$ cat src/rtl/vga_pkg.sv
// vga_pkg: shared types, colour constants and timing presets for the VGA raster engine
package vga_pkg;

   typedef enum logic [1:0] {
      MODE_EXT   = 2'd0,
      MODE_BARS  = 2'd1,
      MODE_CHECK = 2'd2,
      MODE_SOLID = 2'd3
   } vga_mode_e;

   typedef struct packed {
      logic [7:0] r;
      logic [7:0] g;
      logic [7:0] b;
   } rgb_t;

   // control bundle carried alongside each pixel through the alignment delay
   typedef struct packed {
      logic hs;
      logic vs;
      logic act;
      logic frame;
      logic line;
      logic ext;
   } vga_ctrl_t;

   typedef struct packed {
      int   h_active;
      int   h_fp;
      int   h_sync;
      int   h_bp;
      int   v_active;
      int   v_fp;
      int   v_sync;
      int   v_bp;
      logic hs_pol;
      logic vs_pol;
   } vga_timing_t;

   localparam vga_timing_t TIMING_640X480_60 = '{
      h_active: 640, h_fp: 16, h_sync: 96,  h_bp: 48,
      v_active: 480, v_fp: 10, v_sync: 2,   v_bp: 33,
      hs_pol: 1'b0, vs_pol: 1'b0
   };

   localparam vga_timing_t TIMING_800X600_60 = '{
      h_active: 800, h_fp: 40, h_sync: 128, h_bp: 88,
      v_active: 600, v_fp: 1,  v_sync: 4,   v_bp: 23,
      hs_pol: 1'b1, vs_pol: 1'b1
   };

   localparam rgb_t BAR_WHITE   = '{r: 8'hFF, g: 8'hFF, b: 8'hFF};
   localparam rgb_t BAR_YELLOW  = '{r: 8'hFF, g: 8'hFF, b: 8'h00};
   localparam rgb_t BAR_CYAN    = '{r: 8'h00, g: 8'hFF, b: 8'hFF};
   localparam rgb_t BAR_GREEN   = '{r: 8'h00, g: 8'hFF, b: 8'h00};
   localparam rgb_t BAR_MAGENTA = '{r: 8'hFF, g: 8'h00, b: 8'hFF};
   localparam rgb_t BAR_RED     = '{r: 8'hFF, g: 8'h00, b: 8'h00};
   localparam rgb_t BAR_BLUE    = '{r: 8'h00, g: 8'h00, b: 8'hFF};
   localparam rgb_t BAR_BLACK   = '{r: 8'h00, g: 8'h00, b: 8'h00};

   // index 0 is the leftmost bar
   localparam rgb_t [7:0] BAR_RGB = {BAR_BLACK, BAR_BLUE, BAR_RED, BAR_MAGENTA,
                                     BAR_GREEN, BAR_CYAN, BAR_YELLOW, BAR_WHITE};

   function automatic logic sync_level(input logic on, input logic pol);
      return on ? pol : ~pol;
   endfunction

endpackage

$ cat src/rtl/vga_delay_line.sv
// vga_delay_line: fixed-depth shift register with asynchronous reset to a parametrised value
module vga_delay_line #(
   parameter int           W       = 1,
   parameter int           D       = 1,
   parameter logic [W-1:0] RST_VAL = '0
) (
   input  logic         clk,
   input  logic         rst,
   input  logic [W-1:0] d,
   output logic [W-1:0] q
);

   if (D == 0) begin : g_wire
      logic unused_clk_rst;
      assign unused_clk_rst = clk ^ rst;
      assign q = d;
   end else begin : g_sr
      logic [W-1:0] sr [D];
      // shift one stage per clock; every stage resets to the inactive value
      always_ff @(posedge clk or posedge rst)
         if (rst)
            for (int i = 0; i < D; i++) sr[i] <= RST_VAL;
         else begin
            sr[0] <= d;
            for (int i = 1; i < D; i++) sr[i] <= sr[i-1];
         end
      assign q = sr[D-1];
   end

endmodule

$ cat src/rtl/vga_timing_core.sv
// vga_timing_core: parametrised VGA raster engine with latency-aligned pixel requests and test patterns
module vga_timing_core
   import vga_pkg::*;
#(
   parameter int          H_ACTIVE  = 640,
   parameter int          H_FP      = 16,
   parameter int          H_SYNC    = 96,
   parameter int          H_BP      = 48,
   parameter int          V_ACTIVE  = 480,
   parameter int          V_FP      = 10,
   parameter int          V_SYNC    = 2,
   parameter int          V_BP      = 33,
   parameter logic        HS_POL    = 1'b0,
   parameter logic        VS_POL    = 1'b0,
   parameter int          PIX_LAT   = 2,
   parameter int          CHK_LOG2  = 5,
   parameter logic [23:0] SOLID_RGB = 24'h0000FF
) (
   input  logic                        clk,
   input  logic                        rst,
   input  logic                        en,
   input  logic [1:0]                  mode,
   output logic                        pix_req,
   output logic [$clog2(H_ACTIVE)-1:0] pix_x,
   output logic [$clog2(V_ACTIVE)-1:0] pix_y,
   input  logic [23:0]                 pix_rgb,
   output logic [23:0]                 vga_rgb,
   output logic                        vga_hs,
   output logic                        vga_vs,
   output logic                        vga_blank_n,
   output logic                        vga_sync_n,
   output logic                        frame_start,
   output logic                        line_start
);

   localparam int H_TOT = H_ACTIVE + H_FP + H_SYNC + H_BP;
   localparam int V_TOT = V_ACTIVE + V_FP + V_SYNC + V_BP;
   localparam int HW    = $clog2(H_TOT);
   localparam int VW    = $clog2(V_TOT);
   localparam int XW    = $clog2(H_ACTIVE);
   localparam int YW    = $clog2(V_ACTIVE);
   localparam int BAR_W = (H_ACTIVE / 8 > 0) ? H_ACTIVE / 8 : 1;
   localparam int BW    = $clog2(BAR_W + 1);

   localparam logic [HW-1:0] H_LAST = HW'(H_TOT - 1);
   localparam logic [HW-1:0] H_ACT  = HW'(H_ACTIVE);
   localparam logic [HW-1:0] HS_BEG = HW'(H_ACTIVE + H_FP);
   localparam logic [HW-1:0] HS_END = HW'(H_ACTIVE + H_FP + H_SYNC);
   localparam logic [VW-1:0] V_LAST = VW'(V_TOT - 1);
   localparam logic [VW-1:0] V_ACT  = VW'(V_ACTIVE);
   localparam logic [VW-1:0] VS_BEG = VW'(V_ACTIVE + V_FP);
   localparam logic [VW-1:0] VS_END = VW'(V_ACTIVE + V_FP + V_SYNC);
   localparam logic [BW-1:0] BAR_LAST = BW'(BAR_W - 1);

   localparam vga_ctrl_t CTRL_IDLE = '{hs: ~HS_POL, vs: ~VS_POL, act: 1'b0,
                                       frame: 1'b0, line: 1'b0, ext: 1'b0};

   logic [HW-1:0] h_cnt;
   logic [VW-1:0] v_cnt;
   logic [BW-1:0] bar_run;
   logic [2:0]    bar_idx;
   vga_mode_e     mode_q;
   vga_mode_e     mode_eff;
   logic          h_act;
   logic          v_act;
   logic          hs_on;
   logic          vs_on;
   logic          at_origin;
   logic          chk_dark;
   logic [23:0]   pat;
   vga_ctrl_t     ctrl_s;
   vga_ctrl_t     ctrl_d;
   logic [23:0]   pat_s;
   logic [23:0]   pat_d;

   assign h_act     = h_cnt < H_ACT;
   assign v_act     = v_cnt < V_ACT;
   assign hs_on     = h_cnt >= HS_BEG && h_cnt < HS_END;
   assign vs_on     = v_cnt >= VS_BEG && v_cnt < VS_END;
   assign at_origin = h_cnt == '0 && v_cnt == '0;
   assign mode_eff  = (en && at_origin) ? vga_mode_e'(mode) : mode_q;
   assign chk_dark  = 1'((32'(h_cnt) >> CHK_LOG2) ^ (32'(v_cnt) >> CHK_LOG2));
   assign pat       = mode_eff == MODE_BARS  ? 24'(BAR_RGB[bar_idx]) :
                      mode_eff == MODE_CHECK ? (chk_dark ? 24'h000000 : 24'hFFFFFF) :
                      mode_eff == MODE_SOLID ? SOLID_RGB : 24'h000000;

   // raster position: parked at the origin while disabled, line-then-frame wrap otherwise
   always_ff @(posedge clk or posedge rst)
      if (rst) begin
         h_cnt <= '0;
         v_cnt <= '0;
      end else begin
         h_cnt <= (!en || h_cnt == H_LAST) ? '0 : h_cnt + 1'b1;
         v_cnt <= !en ? '0 : (h_cnt != H_LAST) ? v_cnt : (v_cnt == V_LAST) ? '0 : v_cnt + 1'b1;
      end

   // colour-bar run counter tracks the current column; the index saturates on the last bar
   always_ff @(posedge clk or posedge rst)
      if (rst) begin
         bar_run <= '0;
         bar_idx <= '0;
      end else if (!en || h_cnt == H_LAST) begin
         bar_run <= '0;
         bar_idx <= '0;
      end else if (h_act) begin
         bar_run <= (bar_run == BAR_LAST) ? '0 : bar_run + 1'b1;
         bar_idx <= (bar_run != BAR_LAST || bar_idx == 3'd7) ? bar_idx : bar_idx + 1'b1;
      end

   // pattern mode only changes at the top-left pixel so a frame is never mixed
   always_ff @(posedge clk or posedge rst)
      if (rst)
         mode_q <= MODE_EXT;
      else if (en && at_origin)
         mode_q <= vga_mode_e'(mode);

   // request stage: one cycle behind the counters, forced inactive while disabled
   always_ff @(posedge clk or posedge rst)
      if (rst) begin
         pix_req <= 1'b0;
         pix_x   <= '0;
         pix_y   <= '0;
         ctrl_s  <= CTRL_IDLE;
         pat_s   <= '0;
      end else begin
         pix_req <= en && h_act && v_act;
         pix_x   <= (en && h_act) ? h_cnt[XW-1:0] : '0;
         pix_y   <= (en && v_act) ? v_cnt[YW-1:0] : '0;
         ctrl_s  <= '{hs: sync_level(en && hs_on, HS_POL), vs: sync_level(en && vs_on, VS_POL),
                      act: en && h_act && v_act, frame: en && at_origin,
                      line: en && h_cnt == '0 && v_act, ext: mode_eff == MODE_EXT};
         pat_s   <= pat;
      end

   vga_delay_line #(
      .W       ($bits(vga_ctrl_t)),
      .D       (PIX_LAT),
      .RST_VAL (CTRL_IDLE)
   ) u_ctrl_dly (
      .clk (clk),
      .rst (rst),
      .d   (ctrl_s),
      .q   (ctrl_d)
   );

   vga_delay_line #(
      .W       (24),
      .D       (PIX_LAT),
      .RST_VAL (24'h000000)
   ) u_pat_dly (
      .clk (clk),
      .rst (rst),
      .d   (pat_s),
      .q   (pat_d)
   );

   // DAC register: external data arrives here exactly PIX_LAT cycles after its request
   always_ff @(posedge clk or posedge rst)
      if (rst) begin
         vga_rgb     <= '0;
         vga_hs      <= ~HS_POL;
         vga_vs      <= ~VS_POL;
         vga_blank_n <= 1'b0;
         frame_start <= 1'b0;
         line_start  <= 1'b0;
      end else begin
         vga_rgb     <= !ctrl_d.act ? 24'h000000 : ctrl_d.ext ? pix_rgb : pat_d;
         vga_hs      <= ctrl_d.hs;
         vga_vs      <= ctrl_d.vs;
         vga_blank_n <= ctrl_d.act;
         frame_start <= ctrl_d.frame;
         line_start  <= ctrl_d.line;
      end

   assign vga_sync_n = 1'b0;

endmodule

$ cat config.mk
export PLATFORM = sky130hd
export DESIGN_NAME = vga_timing_core
export DESIGN_NICKNAME = d
export VERILOG_FILES = /design/src/rtl/vga_pkg.sv /design/src/rtl/vga_delay_line.sv /design/src/rtl/vga_timing_core.sv
export SDC_FILE = /design/constraint.sdc
export NUM_CORES = 1
export LEC_CHECK = 0
export CELL_PAD_IN_SITES_DETAIL_PLACEMENT = 1
export CELL_PAD_IN_SITES_GLOBAL_PLACEMENT = 2
export CORE_ASPECT_RATIO = 0.8
export CORE_MARGIN = 2
export CORE_UTILIZATION = 37
export CTS_BUF_LIST = sky130_fd_sc_hd__clkbuf_4 sky130_fd_sc_hd__clkbuf_8 sky130_fd_sc_hd__clkbuf_16
export DETAILED_ROUTE_END_ITERATION = 10
export GPL_TIMING_DRIVEN = 0
export PLACE_DENSITY = 0.89
export SKIP_CTS_REPAIR_TIMING = 1
export SYNTH_ARGS = -nofsm -noshare
export SYNTH_HDL_FRONTEND = slang
export SYNTH_SLANG_ARGS = --single-unit
$ cat constraint.sdc
create_clock -name clk -period 9.2 [get_ports clk]
set_input_delay 1.84 -clock clk [delete_from_list [all_inputs] [get_ports clk]]
set_output_delay 1.84 -clock clk [all_outputs]
set_load 0.005 [all_outputs]
**Yosys cells after proc, flatten, opt, wreduce, memory -nomap -nowiden**

Memories as Yosys holds them, arrays and structs flattened.
Cells that the tools add are included.

- Register bits after elaboration: 170
- ROM bits: 192
- Input port bits: 29
- Output and inout port bits: 50
- Logic and storage cells: 89
- Memories: 1

- Add/sub/neg operators: 4
- Magnitude comparators: 7
- Equal/unequal tests: 11
- Muxes and demuxes: 22
- Bitwise gates (word level): 1
- Reduce and logical (&&, ||, !) cells: 19

Memories:

| name | depth | width | rd ports | clocked after memory_dff | write ports | RTL line | source |
|---|---|---|---|---|---|---|---|
| (name not given) | 8 | 24 | 1 | 0 | 0 | vga_timing_core.sv:83 | `assign pat = mode_eff == MODE_BARS ? 24'(BAR_RGB[bar_idx]) :` |

Operators with widths:

| cell | count |
|---|---|
| $mux 24 | 6 |
| $mux 10 | 5 |
| $mux 7 | 3 |
| $add 10x1->10 const B | 2 |
| $eq 10x10->1 const B | 2 |
| $logic_not 10->1 | 2 |
| $lt 10x10->1 const B | 2 |
| $lt 10x9->1 const B | 2 |
| $logic_and 1x1->1 | 11 |
| $ge 10x10->1 const B | 1 |
| $ge 10x9->1 const B | 1 |
| $ne 10x10->1 const B | 1 |
| $mux 3 | 3 |
| $mux 9 | 1 |
| $mux 8 | 1 |
| $add 7x1->7 const B | 1 |
| $eq 7x7->1 const B | 1 |
| $ne 7x7->1 const B | 1 |
| $eq 2x2->1 const B | 2 |
| $lt 3x4->1 const B | 1 |
| $ne 2x2->1 const B | 2 |
| $add 3x1->3 const B | 1 |
| $eq 3x3->1 const B | 1 |
| $eq 2x1->1 const B | 1 |
| 8 further kinds | 10 |

**Depth between registers and ports, before layout**

Gate-level depths: netlist of the first run.

- Depth in word-level cells: 8
- Mapped depth: 7
- Mapped depth without buffers: 6

**Modules after synthesis**

Synthesis of the first run repeated with hierarchy kept, for this count alone.

- Cells, all modules: 428
- Area, all modules: 5590.4 um2

By module, submodules not included:

| module | instances | cells an instance | area each (um2) | sequential area each (um2) |
|---|---|---|---|---|
| vga_timing_core | 1 | 336 | 3851.2 | 2232.1 |
| vga_delay_line at u_pat_dly | 1 | 73 | 1385.1 | 1201.2 |
| vga_delay_line at u_ctrl_dly | 1 | 19 | 354.1 | 305.3 |

**Worst setup path after synthesis of the first run**

OpenSTA, ideal clock, no wires.

- Path type: input-to-reg
- Start point: in en
- End point: reg pat_s[7]
- Library setup time: 0.133 ns
- Arrival time: 2.871 ns
- Required time: 9.067 ns
- Path slack: 6.196 ns
- Stages on the path: 5
- Buffers on the path: 0
- Path through: nor4b_2 -> nand4_1 -> nor3_4 -> mux2i_1 -> o22ai_1

- Longest elaborated chain between the ends: 6
- Elaborated cells between the ends (all ways): 8
- Classes of those cells: eq/ne (3); mux (4); reduce/logical (1)

RTL lines:

| item | RTL line | source |
|---|---|---|
| from (decl) | vga_timing_core.sv:21 | `input logic en,` |
| $logic_and 1x1->1 * | vga_timing_core.sv:81 | `assign mode_eff = (en && at_origin) ? vga_mode_e'(mode) : mode_q;` |
| $mux 2 * | n/a |  |
| $eq 2x2->1 | vga_timing_core.sv:85 | `mode_eff == MODE_SOLID ? SOLID_RGB : 24'h000000;` |
| $mux 8 | vga_timing_core.sv:85 |  |
| $mux 24 | vga_timing_core.sv:84 | `mode_eff == MODE_CHECK ? (chk_dark ? 24'h000000 : 24'hFFFFFF) :` |
| $mux 24 * | vga_timing_core.sv:83 |  |
| to (signal assigned) | vga_timing_core.sv:132 | `pat_s <= pat;` |
| to (decl) | vga_timing_core.sv:73 | `logic [23:0] pat_s;` |

Mark *: on every way between the ends. The rest lies on a longest branch, timed or not.
A chain may end at the register's enable or synchronous reset.

**Final worst setup path of the first run**

Same ends and word-level chain as after synthesis.

==> results of run 1 <==
## power groups by stage
stage / clock network [µW] / registers [µW] / logic [µW]
finish: 397 / 537 / 149
global route: 426 / 542 / 169
CTS: 406 / 538 / 153
detailed placement: 0 / 546 / 152
global placement: 0 / 543 / 145
floorplan: 0 / 545 / 59.6
## sequential cells by signal, summed over array words and instances, names as in the netlist
name                flops
vga_hs                  1
u_pat_dly.g_sr.sr       3
ctrl_s                  6
h_cnt                  10
v_cnt                  10
pix_y                   9
pat_s                   3
bar_idx                 3
u_ctrl_dly.q            6
u_ctrl_dly.g_sr.sr      6
line_start              1
bar_run                 7
vga_vs                  1
vga_rgb                24
mode_q                  2
pix_x                  10
vga_blank_n             1
u_pat_dly.q             3
frame_start             1
## per-stage QoR
step                      std cells  hold slack [ns]
after floorplan                 352            0.331
after global placement          577            0.332
after detailed placement        578            0.336
after CTS                       594            0.348
after global routing            594            0.355
final                           594            0.348
## worst max-delay path by stage
stage | startpoint | to | slack (ns) | cells past startpoint
finish | en | pat_s[7]$_DFF_PP0_ | 5.57 | 6
global placement | rst | v_cnt[3]$_DFFE_PP0N_ | 3.05 | 2
global route | en | pat_s[15]$_DFF_PP0_ | 5.41 | 6
detailed placement | en | pat_s[7]$_DFF_PP0_ | 5.20 | 6
floorplan | rst | bar_idx[0]$_DFFE_PP0P_ | 4.56 | 1
CTS | en | pat_s[7]$_DFF_PP0_ | 5.57 | 6
## cells in the final DEF, fill, tap and decap left out, types with 4 or more instances in the layout
cell type / n
dfstp_2: 8
buf_6: 4
nand4_1: 10
nand2_1: 36
nor3_1: 4
inv_1: 7
xor2_1: 13
o21ai_0: 6
a21oi_1: 5
nor2_1: 23
or3_1: 4
mux2i_1: 7
clkbuf_16: 9
clkdlybuf4s50_1: 77
a21boi_0: 27
nand3_1: 11
dfrtp_1: 99
ha_1: 7
nor2b_1: 8
and2_1: 5
xnor2_1: 4
and3_1: 22
clkbuf_1: 9
## layer usage
| metal | GRT usage, % | vias up | share of wire, % |
|---|---|---|---|
| li1 | - | 1373 | - |
| met1 | 21.9 | 1463 | 45 |
| met2 | 28.4 | 85 | 47 |
| met3 | 4.66 | 13 | 6.3 |
| met4 | 4.67 | 0 | 1.1 |
| met5 | 0 | - | 0 |
## worst reg2reg max path, delay by kind of cell, from the launching register on
kind	cells	cell delay (ns)
AO/OA/AOI/OAI	1	0.45
flip-flops	1	0.45
AND/OR/NAND/NOR	3	0.98
adder cells (fa/ha/maj)	1	0.25
## cell type report
class | instances | area share [%]
Timing Repair Buffer | 78 | 14.4
Clock inverter | 5 | 1.22
Buffer | 18 | 2.07
Sequential cell | 107 | 48.4
Inverter | 8 | 0.586
Multi-Input combinational cell | 219 | 25.7
Clock buffer | 11 | 4.33
Tap cell | 148 | 3.33
## cell families (layout without fill, tap and decap cells)
kind of cell | Yosys count | after routing | share of synthesized area (%)
AOI/OAI and AO/OA | 46 | 46 | 8.05
buffers and inverters | 26 | 120 | 3.41
DFF | 107 | 107 | 63.1
other | 1 | 1 | 0.0880
adders and majority gates | 7 | 7 | 2.06
muxes | 7 | 7 | 1.65
and+or+nand+nor | 141 | 141 | 18.2
xor gates and xnor gates | 17 | 17 | 3.50
==> qor.csv, run 1 <==
stage,metric,value,unit
finish,multiInputGateArea,0.00143,mm²
finish,stdcell_area,0.00555,mm²
pwr,internal_power,820,µW
sta,min_period,3.63,ns
routing,first_pass_iters,4,
floorplan,initial_core_util,37.4,%
routing,vias,2934,
routing,routed_wl,9700,µm
global_routing,grt.total_usage,17.0,%
hold_path,hold_start,ctrl_s[5]$_DFF_PP1_,
global_routing,antenna_found_initial,0,
worst_setup_path,cp_top_family,simple AND/OR/NAND/NOR gates,
finish,nNetsFinal,477,
pwr,seqPwrFrac,49.6,%
floorplan,fp.dieW,124,µm
sta,tns,0,ns
pwr,leakage,0.00251,µW
placement,portBuffers,77,
sta,rsz0062_at_grt,no,
placement,dpl_cell_area,0.00525,mm²
clock_network,clk_path_buf_depth,2,
logic_synthesis,synthMostInstantiatedCell,dfrtp_1,
sta,clock_skew,0.00903,ns
logic_synthesis,synth_top_area_share,58.2,%
worst_setup_path,crit_slowest_cell,clkdlybuf4s50_1,
logic_synthesis,ys_seq_elements,107,
worst_setup_path,slowest_delay,0.63,ns
global_routing,grt_pass1_vias,3154,
worst_setup_path,worstSetupEndpointType,flip-flop,
finish,register_area,0.00269,mm²
logic_synthesis,synth_area_leaders,"dfrtp_1, dfstp_2, a21boi_0, and3_1, nand2_1",
logic_synthesis,ys.flop_type,dfrtp_1,
logic_synthesis,avgSynthCellArea,12.1,µm²
global_routing,grt_pass1_wl,16100,µm
worst_setup_path,critical_path_required,9.42,ns
clock_network,clkLatencyLatePin,0.35,ns
floorplan,io_pins,79,
logic_synthesis,syn_area,0.00426,mm²
floorplan,coreArea,0.0114,mm²
worst_setup_path,cp_num_buf_inv,1,
worst_setup_path,r2r_setup_slack,6.94,ns
routing,via_per_inst,4.94,
worst_setup_path,worstPathArrival,3.84,ns
worst_setup_path,r2r_start,h_cnt[0]$_DFF_PP0_,
sta,worstMarginPinSlew,0.749,ns
pwr,p_total,1080,µW
finish,antenna_cells,0,
finish,fin_util,48.8,%
floorplan,num_rows,35,
flow_run,drv_cap,0,
worst_setup_path,cp-start-kind,input port,
pwr,p_sw,263,µW
hold_path,hold_class,reg2reg,
clock_network,cts_root_buf,clkbuf_16,
worst_setup_path,reg2reg_depth,5,
sta,layout_setup_ws,5.57,ns
clock_network,cts_buffers,9,
pwr,combPwrFrac,13.8,%
sta,max_freq,276,MHz
sta,hold_violations,0,
routing,drc,0,
sta,timing.final.crit_share,39.4,%
pwr,pwr-share-clk,36.7,%
placement,hpwl,6760,µm
placement,dp_slack,5.20,ns
logic_synthesis,yosysWarnings,0,
clock_network,ctsHtreeMaxLevel,3,
floorplan,chipHeight,100,µm
logic_synthesis,ys_types,44,
sta,slew_viol_final,0,
finish,n_fill_cell,1203,
placement,place.gp.congestion,0.777,
clock_network,path_clk_slew,0.07,ns
worst_setup_path,cp_cell_sequence,"clkdlybuf4s50_1, nor4b_2, nand4_1, nor3_4, mux2i_1, o22ai_1",
logic_synthesis,synthArstFlopShare,100,%
logic_synthesis,synth_nets,388,
logic_synthesis,synth_edf_count,0,
floorplan,fp.dieArea,0.0124,mm²
pwr,p_sw_share,24.3,%
worst_setup_path,r2r-end,v_cnt[2]$_DFFE_PP0N_,
hold_path,hold_path_end,u_ctrl_dly.g_sr.sr[11]$_DFF_PP1_,
finish,area_growth,30.4,%
global_routing,grt_max_degree,61,
pwr,ir_drop,0.0928,mV
worst_setup_path,path_max_fanout,6,
finish,layout-drive-gt1-share,10.5,%
logic_synthesis,ys_top_cells_by_count,"dfrtp_1, nand2_1, a21boi_0",
clock_network,cts.sinks,107,
routing,ant_nets,0,
logic_synthesis,synth_top_area_cell,dfrtp_1,
clock_network,cts_tree,done,
run_status,status,completed,
logic_synthesis,syn_inst,352,
logic_synthesis,ys_seq_area_share,63.1,%
sta,slew_headroom,49.6,%
hold_path,min_path_cells,0,
global_routing,grt-ovfl-total,0,
pwr,powerDensity,195,mW/mm²
routing,wl_per_cell,16.3,µm
routing,drt_iter0_drc,157,
worst_setup_path,critical_path_class,in2reg,
sta,setup_viol,0,
(Power assumes the default switching activity.)
==> inputs of run 2 (changes only) <==
- CORE_UTILIZATION: 37 -> 34
- PLACE_DENSITY: 0.89 -> 0.83
- clock period: 9.2 -> 3.35 ns (I/O delays scaled with it)
==> run 2 against run 1 <==
Clock skew down 0.0028 ns. Combinational power rose to 2.8 times the previous value. Clock power grew to 3.0 times the previous value. Routed wire length rose by 0.52%. Setup slack got worse by 4.7 ns. Critical path depth unchanged. Critical path type unchanged. Die area is 8.5% higher. Sequential share of layout area shrank 0.66 points.
==> qor.csv, run 2 (synthesis results as in run 1) <==
stage,metric,value,unit
routing,drc,0,
sta,hold_violations,0,
sta,slew_viol_final,0,
finish,layout-drive-gt1-share,10.7,%
sta,rsz0062_at_grt,no,
pwr,leakage,0.00252,µW
finish,largest_reg_flops,24,
sta,slew_headroom,39.2,%
finish,largest-register,vga_rgb,
hold_path,min_path_cells,0,
sta,clock_skew,0.00624,ns
placement,dpl_cell_area,0.00529,mm²
routing,drt_iter0_drc,95,
global_routing,grt.total_usage,15.4,%
routing,vias,2952,
finish,nNetsFinal,478,
pwr,ir_drop,0.235,mV
finish,register_area,0.00269,mm²
sta,timing.final.crit_share,74.2,%
finish,area_growth,32.2,%
placement,place.gp.congestion,0.786,
finish,fin_cells,618,
worst_setup_path,worstSetupEndpointType,flip-flop,
global_routing,grt_max_degree,42,
global_routing,grt-ovfl-total,0,
sta,worstMarginPinSlew,0.909,ns
floorplan,initial_core_util,34.9,%
routing,first_pass_iters,4,
worst_setup_path,critical_path_required,3.57,ns
sta,max_freq,402,MHz
worst_setup_path,cp_num_cells,6,
finish,n_fill_cell,1295,
floorplan,fp.dieW,129,µm
placement,place_inst,602,
flow_run,drv_cap,0,
worst_setup_path,slowest_delay,0.64,ns
placement,portBuffers,77,
clock_network,clk_path_buf_depth,2,
worst_setup_path,worstPathArrival,2.71,ns
sta,setup_viol,0,
finish,stdcell_area,0.00563,mm²
global_routing,grt_pass1_wl,16100,µm
placement,hpwl,6850,µm
clock_network,cts_root_buf,clkbuf_16,
worst_setup_path,crit_slowest_cell,clkdlybuf4s50_1,
clock_network,ctsHtreeMaxLevel,3,
finish,antenna_cells,0,
routing,ant_nets,0,
floorplan,fp.dieArea,0.0134,mm²
hold_path,hold_class,reg2reg,
clock_network,clkLatencyLatePin,0.35,ns
clock_network,path_clk_slew,0.07,ns
floorplan,coreArea,0.0122,mm²
floorplan,chipHeight,104,µm
routing,wl_per_cell,15.8,µm
worst_setup_path,cp_cell_sequence,"clkdlybuf4s50_1, nor4b_2, nand4_1, nor3_4, mux2i_1, o22ai_1",
finish,final_common_cell,dfrtp_1,
routing,routed_wl,9750,µm
routing,via_per_inst,4.78,
clock_network,cts_tree,done,
worst_setup_path,cp-start-kind,input port,
finish,multiInputGateArea,0.00143,mm²
clock_network,cts.sinks,107,
global_routing,grt_pass1_vias,3108,
worst_setup_path,cp_top_family,simple AND/OR/NAND/NOR gates,
pwr,powerDensity,547,mW/mm²
pwr,p_total,3080,µW
clock_network,cts_buffers,9,
finish,layout_common_cells,"dfrtp_1, clkdlybuf4s50_1, nand2_1, a21boi_0, nor2_1",
worst_setup_path,reg2reg_depth,5,
global_routing,antenna_found_initial,0,
worst_setup_path,cp_num_buf_inv,1,
run_status,status,completed,
worst_setup_path,path_max_fanout,6,
sta,tns,0,ns
floorplan,io_pins,79,
floorplan,num_rows,36,
worst_setup_path,critical_path_class,in2reg,
sta,min_period,2.49,ns
[run 2: cell types whose count changed in the layout (fill, tap and decap cells not counted)]
cell / before / now
buf_16: 1 / 0
clkinv_4: 1 / 0
bufinv_16: 1 / 2
clkbuf_4: 2 / 0
clkinvlp_4: 0 / 1
inv_4: 1 / 0
buf_12: 0 / 2
inv_8: 1 / 2
clkinv_8: 0 / 1
[run 2: stage by stage]
| step | utilization, % | hold WS [ns] | worst slack, ns |
|---|---|---|---|
| 6_report | 46.1 | 0.350 | 0.863 |
| 4_1_cts | 46.1 | 0.357 | 0.870 |
| 3_3_place_gp | 43.0 | 0.332 | 0.357 |
| 3_5_place_dp | 43.3 | 0.338 | 0.489 |
| 2_1_floorplan | - | 0.331 | 1.40 |
| 5_1_grt | 46.1 | 0.362 | 0.697 |
[run 2: cell type report]
| type | count | area share, % |
|---|---|---|
| clock buffer | 9 | 4.00 |
| tap | 171 | 3.80 |
| timing repair buffer | 79 | 14.4 |
| sequential | 107 | 47.7 |
| inverter | 8 | 0.600 |
| buffer | 18 | 2.04 |
| clock inverter | 7 | 2.07 |
| multi-input combinational | 219 | 25.3 |
[run 2: final timing paths]
path                                                       from                         to  slack [ns]
worst max-delay path                                         en         pat_s[7]$_DFF_PP0_        0.86
worst min-delay path            u_ctrl_dly.g_sr.sr[9]$_DFF_PP0_  u_ctrl_dly.q[3]$_DFF_PP0_        0.35
worst max register to register               h_cnt[0]$_DFF_PP0_       v_cnt[3]$_DFFE_PP0N_        1.10
worst min register to register  u_ctrl_dly.g_sr.sr[9]$_DFF_PP0_  u_ctrl_dly.q[3]$_DFF_PP0_        0.35
max in group asynchronous                                   rst        ctrl_s[4]$_DFF_PP1_        1.77
min in group asynchronous                                   rst     bar_run[5]$_DFFE_PP0P_        0.85
[run 2: power by group]
group / switching, µW / internal (µW)
sequential: 47.7 / 1420
clock: 516 / 678
combinational: 196 / 219
[run 2: per-layer routing]
layer  share of wire, %  GRT usage, %  wire (µm)  up-vias
li1                   -             -          -     1378
met1                 48          20.4       4670     1488
met2                 46          24.1       4450       75
met3                4.8          3.81        472       11
met4                1.7          6.29        163        0
met5                  0             0          0        -
==> inputs of run 3 (changes only) <==
- CORE_UTILIZATION: 34 -> 31
- PLACE_DENSITY: 0.83 -> 0.8
- clock period: 3.35 -> 2.2 ns (I/O delays scaled with it)
==> run 3 against run 2 <==
Sequential cell count stayed put. Combinational power is 54% higher. First-iteration DRC count is 17% lower. Highest routed layer unchanged. Sequential power is 52% higher. Critical path type is now reg2reg. Register-to-register slack worse by 0.93 ns. Final cell count is 1.8% higher.
==> qor.csv, run 3 (synthesis results as in run 1) <==
stage,metric,value,unit
global_routing,use_met1,18.3,%
finish,largest_reg_flops,24,
worst_setup_path,r2r_start,h_cnt[0]$_DFF_PP0_,
sta,slew_headroom,55.0,%
pwr,p_total,4530,µW
run_status,status,completed,
sta,max_freq,493,MHz
sta,timing.final.crit_share,92.1,%
global_routing,grt-ovfl-total,0,
finish,fin_cells,629,
pwr,seqPwrFrac,49.5,%
sta,clock_skew,0.00782,ns
sta,slew_viol_final,0,
worst_setup_path,cp-startpoint,h_cnt[0]$_DFF_PP0_,
floorplan,fp.dieArea,0.0147,mm²
clock_network,cts.sinks,107,
placement,place_inst,611,
clock_network,path_clk_slew,0.07,ns
floorplan,chipHeight,109,µm
worst_setup_path,r2r-end,v_cnt[3]$_DFFE_PP0N_,
clock_network,cts_tree,done,
worst_setup_path,r2r_setup_slack,0.17,ns
global_routing,grt_pass1_vias,3101,
hold_path,hold_start,pat_s[22]$_DFF_PP0_,
global_routing,grt_max_degree,43,
hold_path,hold_class,reg2reg,
floorplan,io_pins,79,
clock_network,ctsHtreeMaxLevel,3,
routing,ant_nets,0,
floorplan,fp.dieW,135,µm
pwr,ir_drop,0.360,mV
placement,place.gp.congestion,0.760,
hold_path,hold_path_end,u_pat_dly.g_sr.sr[46]$_DFF_PP0_,
routing,routed_wl,9780,µm
sta,hold_violations,0,
finish,antenna_cells,0,
placement,hpwl,7080,µm
flow_run,drv_cap,0,
pwr,leakage,0.00253,µW
pwr,internal_power,3460,µW
floorplan,num_rows,38,
worst_setup_path,critical_path_class,reg2reg,
worst_setup_path,worstPathArrival,2.24,ns
routing,drc,0,
finish,nNetsFinal,480,
worst_setup_path,reg2reg_depth,5,
pwr,p_sw_share,23.7,%
clock_network,cts_buffers,9,
floorplan,coreArea,0.0135,mm²
global_routing,grtUsageMet2,23.0,%
sta,min_period,2.03,ns
floorplan,initial_core_util,31.5,%
finish,final_common_cell,dfrtp_1,
global_routing,antenna_found_initial,0,
routing,first_pass_iters,4,
sta,fin_hold_ws,0.350,ns
worst_setup_path,cp-start-kind,flip-flop,
pwr,combPwrFrac,14.0,%
sta,setup_viol,0,
clock_network,clkLatencyLatePin,0.34,ns
finish,layout-drive-gt1-share,11.1,%
pwr,powerDensity,804,mW/mm²
global_routing,grt_pass1_wl,15800,µm
global_routing,grt.busiest_layer,met2,
routing,wl_per_cell,15.5,µm
worst_setup_path,worstSetupEndpointType,flip-flop,
global_routing,gr-usage-met3,3.67,%
finish,area_growth,32.4,%
routing,drt_iter0_drc,79,
worst_setup_path,path_max_fanout,7,
routing,via_per_inst,4.62,
finish,layout_common_cells,"dfrtp_1, clkdlybuf4s50_1, nand2_1, a21boi_0, nor2_1",
placement,portBuffers,77,
clock_network,cts_root_buf,clkbuf_16,
sta,worstMarginPinSlew,0.673,ns
finish,n_fill_cell,1470,
global_routing,grt.total_usage,13.8,%
clock_network,clk_path_buf_depth,2,
sta,rsz0062_at_grt,no,
routing,vias,2905,
worst_setup_path,critical_path_required,2.41,ns
pwr,pwr-share-clk,36.5,%
pwr,p_sw,1070,µW
hold_path,min_path_cells,0,
finish,largest-register,vga_rgb,
run 3: changes by cell type in the layout (fill, tap and decap cells not counted), sizes merged:
cell           change
buf                +2
bufinv             -1
clkbuf             +3
clkdlybuf4s50      -1
dlymetal6s2s       +1
inv                -2
run 3: routing by layer:
metal | vias up | part of all wire, %
li1 | 1375 | -
met5 | - | 0
met2 | 70 | 46
met1 | 1451 | 48
met3 | 9 | 4.4
met4 | 0 | 1.1
run 3: worst max path at each step:
stage | slack [ns] | cells past startpoint | to
detailed placement | -0.45 | 6 | pat_s[7]$_DFF_PP0_
finish | 0.17 | 5 | v_cnt[3]$_DFFE_PP0N_
floorplan | 0.34 | 5 | v_cnt[2]$_DFFE_PP0N_
global placement | -0.63 | 2 | pix_y[3]$_DFF_PP0_
global route | 0.02 | 5 | v_cnt[4]$_DFFE_PP0N_
CTS | -0.06 | 6 | pat_s[7]$_DFF_PP0_
run 3: power groups by stage:
stage	combinational, µW	clock (µW)	sequential (µW)
after floorplan	250	0	2280
after global placement	618	0	2270
after detailed placement	646	0	2290
after CTS	649	1720	2250
after global routing	710	1780	2270
final	636	1650	2240
run 3: critical path, cell delays in order (launching register included):
cell	delay [ns]
dfrtp_1	0.43
ha_1	0.24
nand4_1	0.21
or3_4	0.48
o31ai_4	0.43
nor2_1	0.11
run 3: area by class of cell:
| cell class | instances | area [µm²] | share of cell area [%] |
|---|---|---|---|
| flip-flops and latches | 107 | 2690 | 47.7 |
| multi-input cells | 219 | 1430 | 25.3 |
| repair buffers | 81 | 841 | 14.9 |
| clock buffers | 12 | 254 | 4.50 |
| well taps | 180 | 225 | 3.99 |
| plain buffers | 18 | 115 | 2.04 |
| clock inverters | 4 | 56.3 | 0.998 |
| inverters | 8 | 33.8 | 0.599 |
run 3: stage by stage:
| stage | util [%] | setup slack (ns) | instance area [µm²] | TNS (ns) |
|---|---|---|---|---|
| 6_report | 41.8 | 0.173 | 5640 | 0 |
| 5_1_grt | 41.8 | 0.0151 | 5640 | 0 |
| 4_1_cts | 41.5 | -0.0589 | 5610 | -0.0899 |
| 3_5_place_dp | 39.2 | -0.448 | 5300 | -2.31 |
| 3_3_place_gp | 38.9 | -0.627 | 5260 | -64.56 |
| 2_1_floorplan | - | 0.338 | 4260 | 0 |
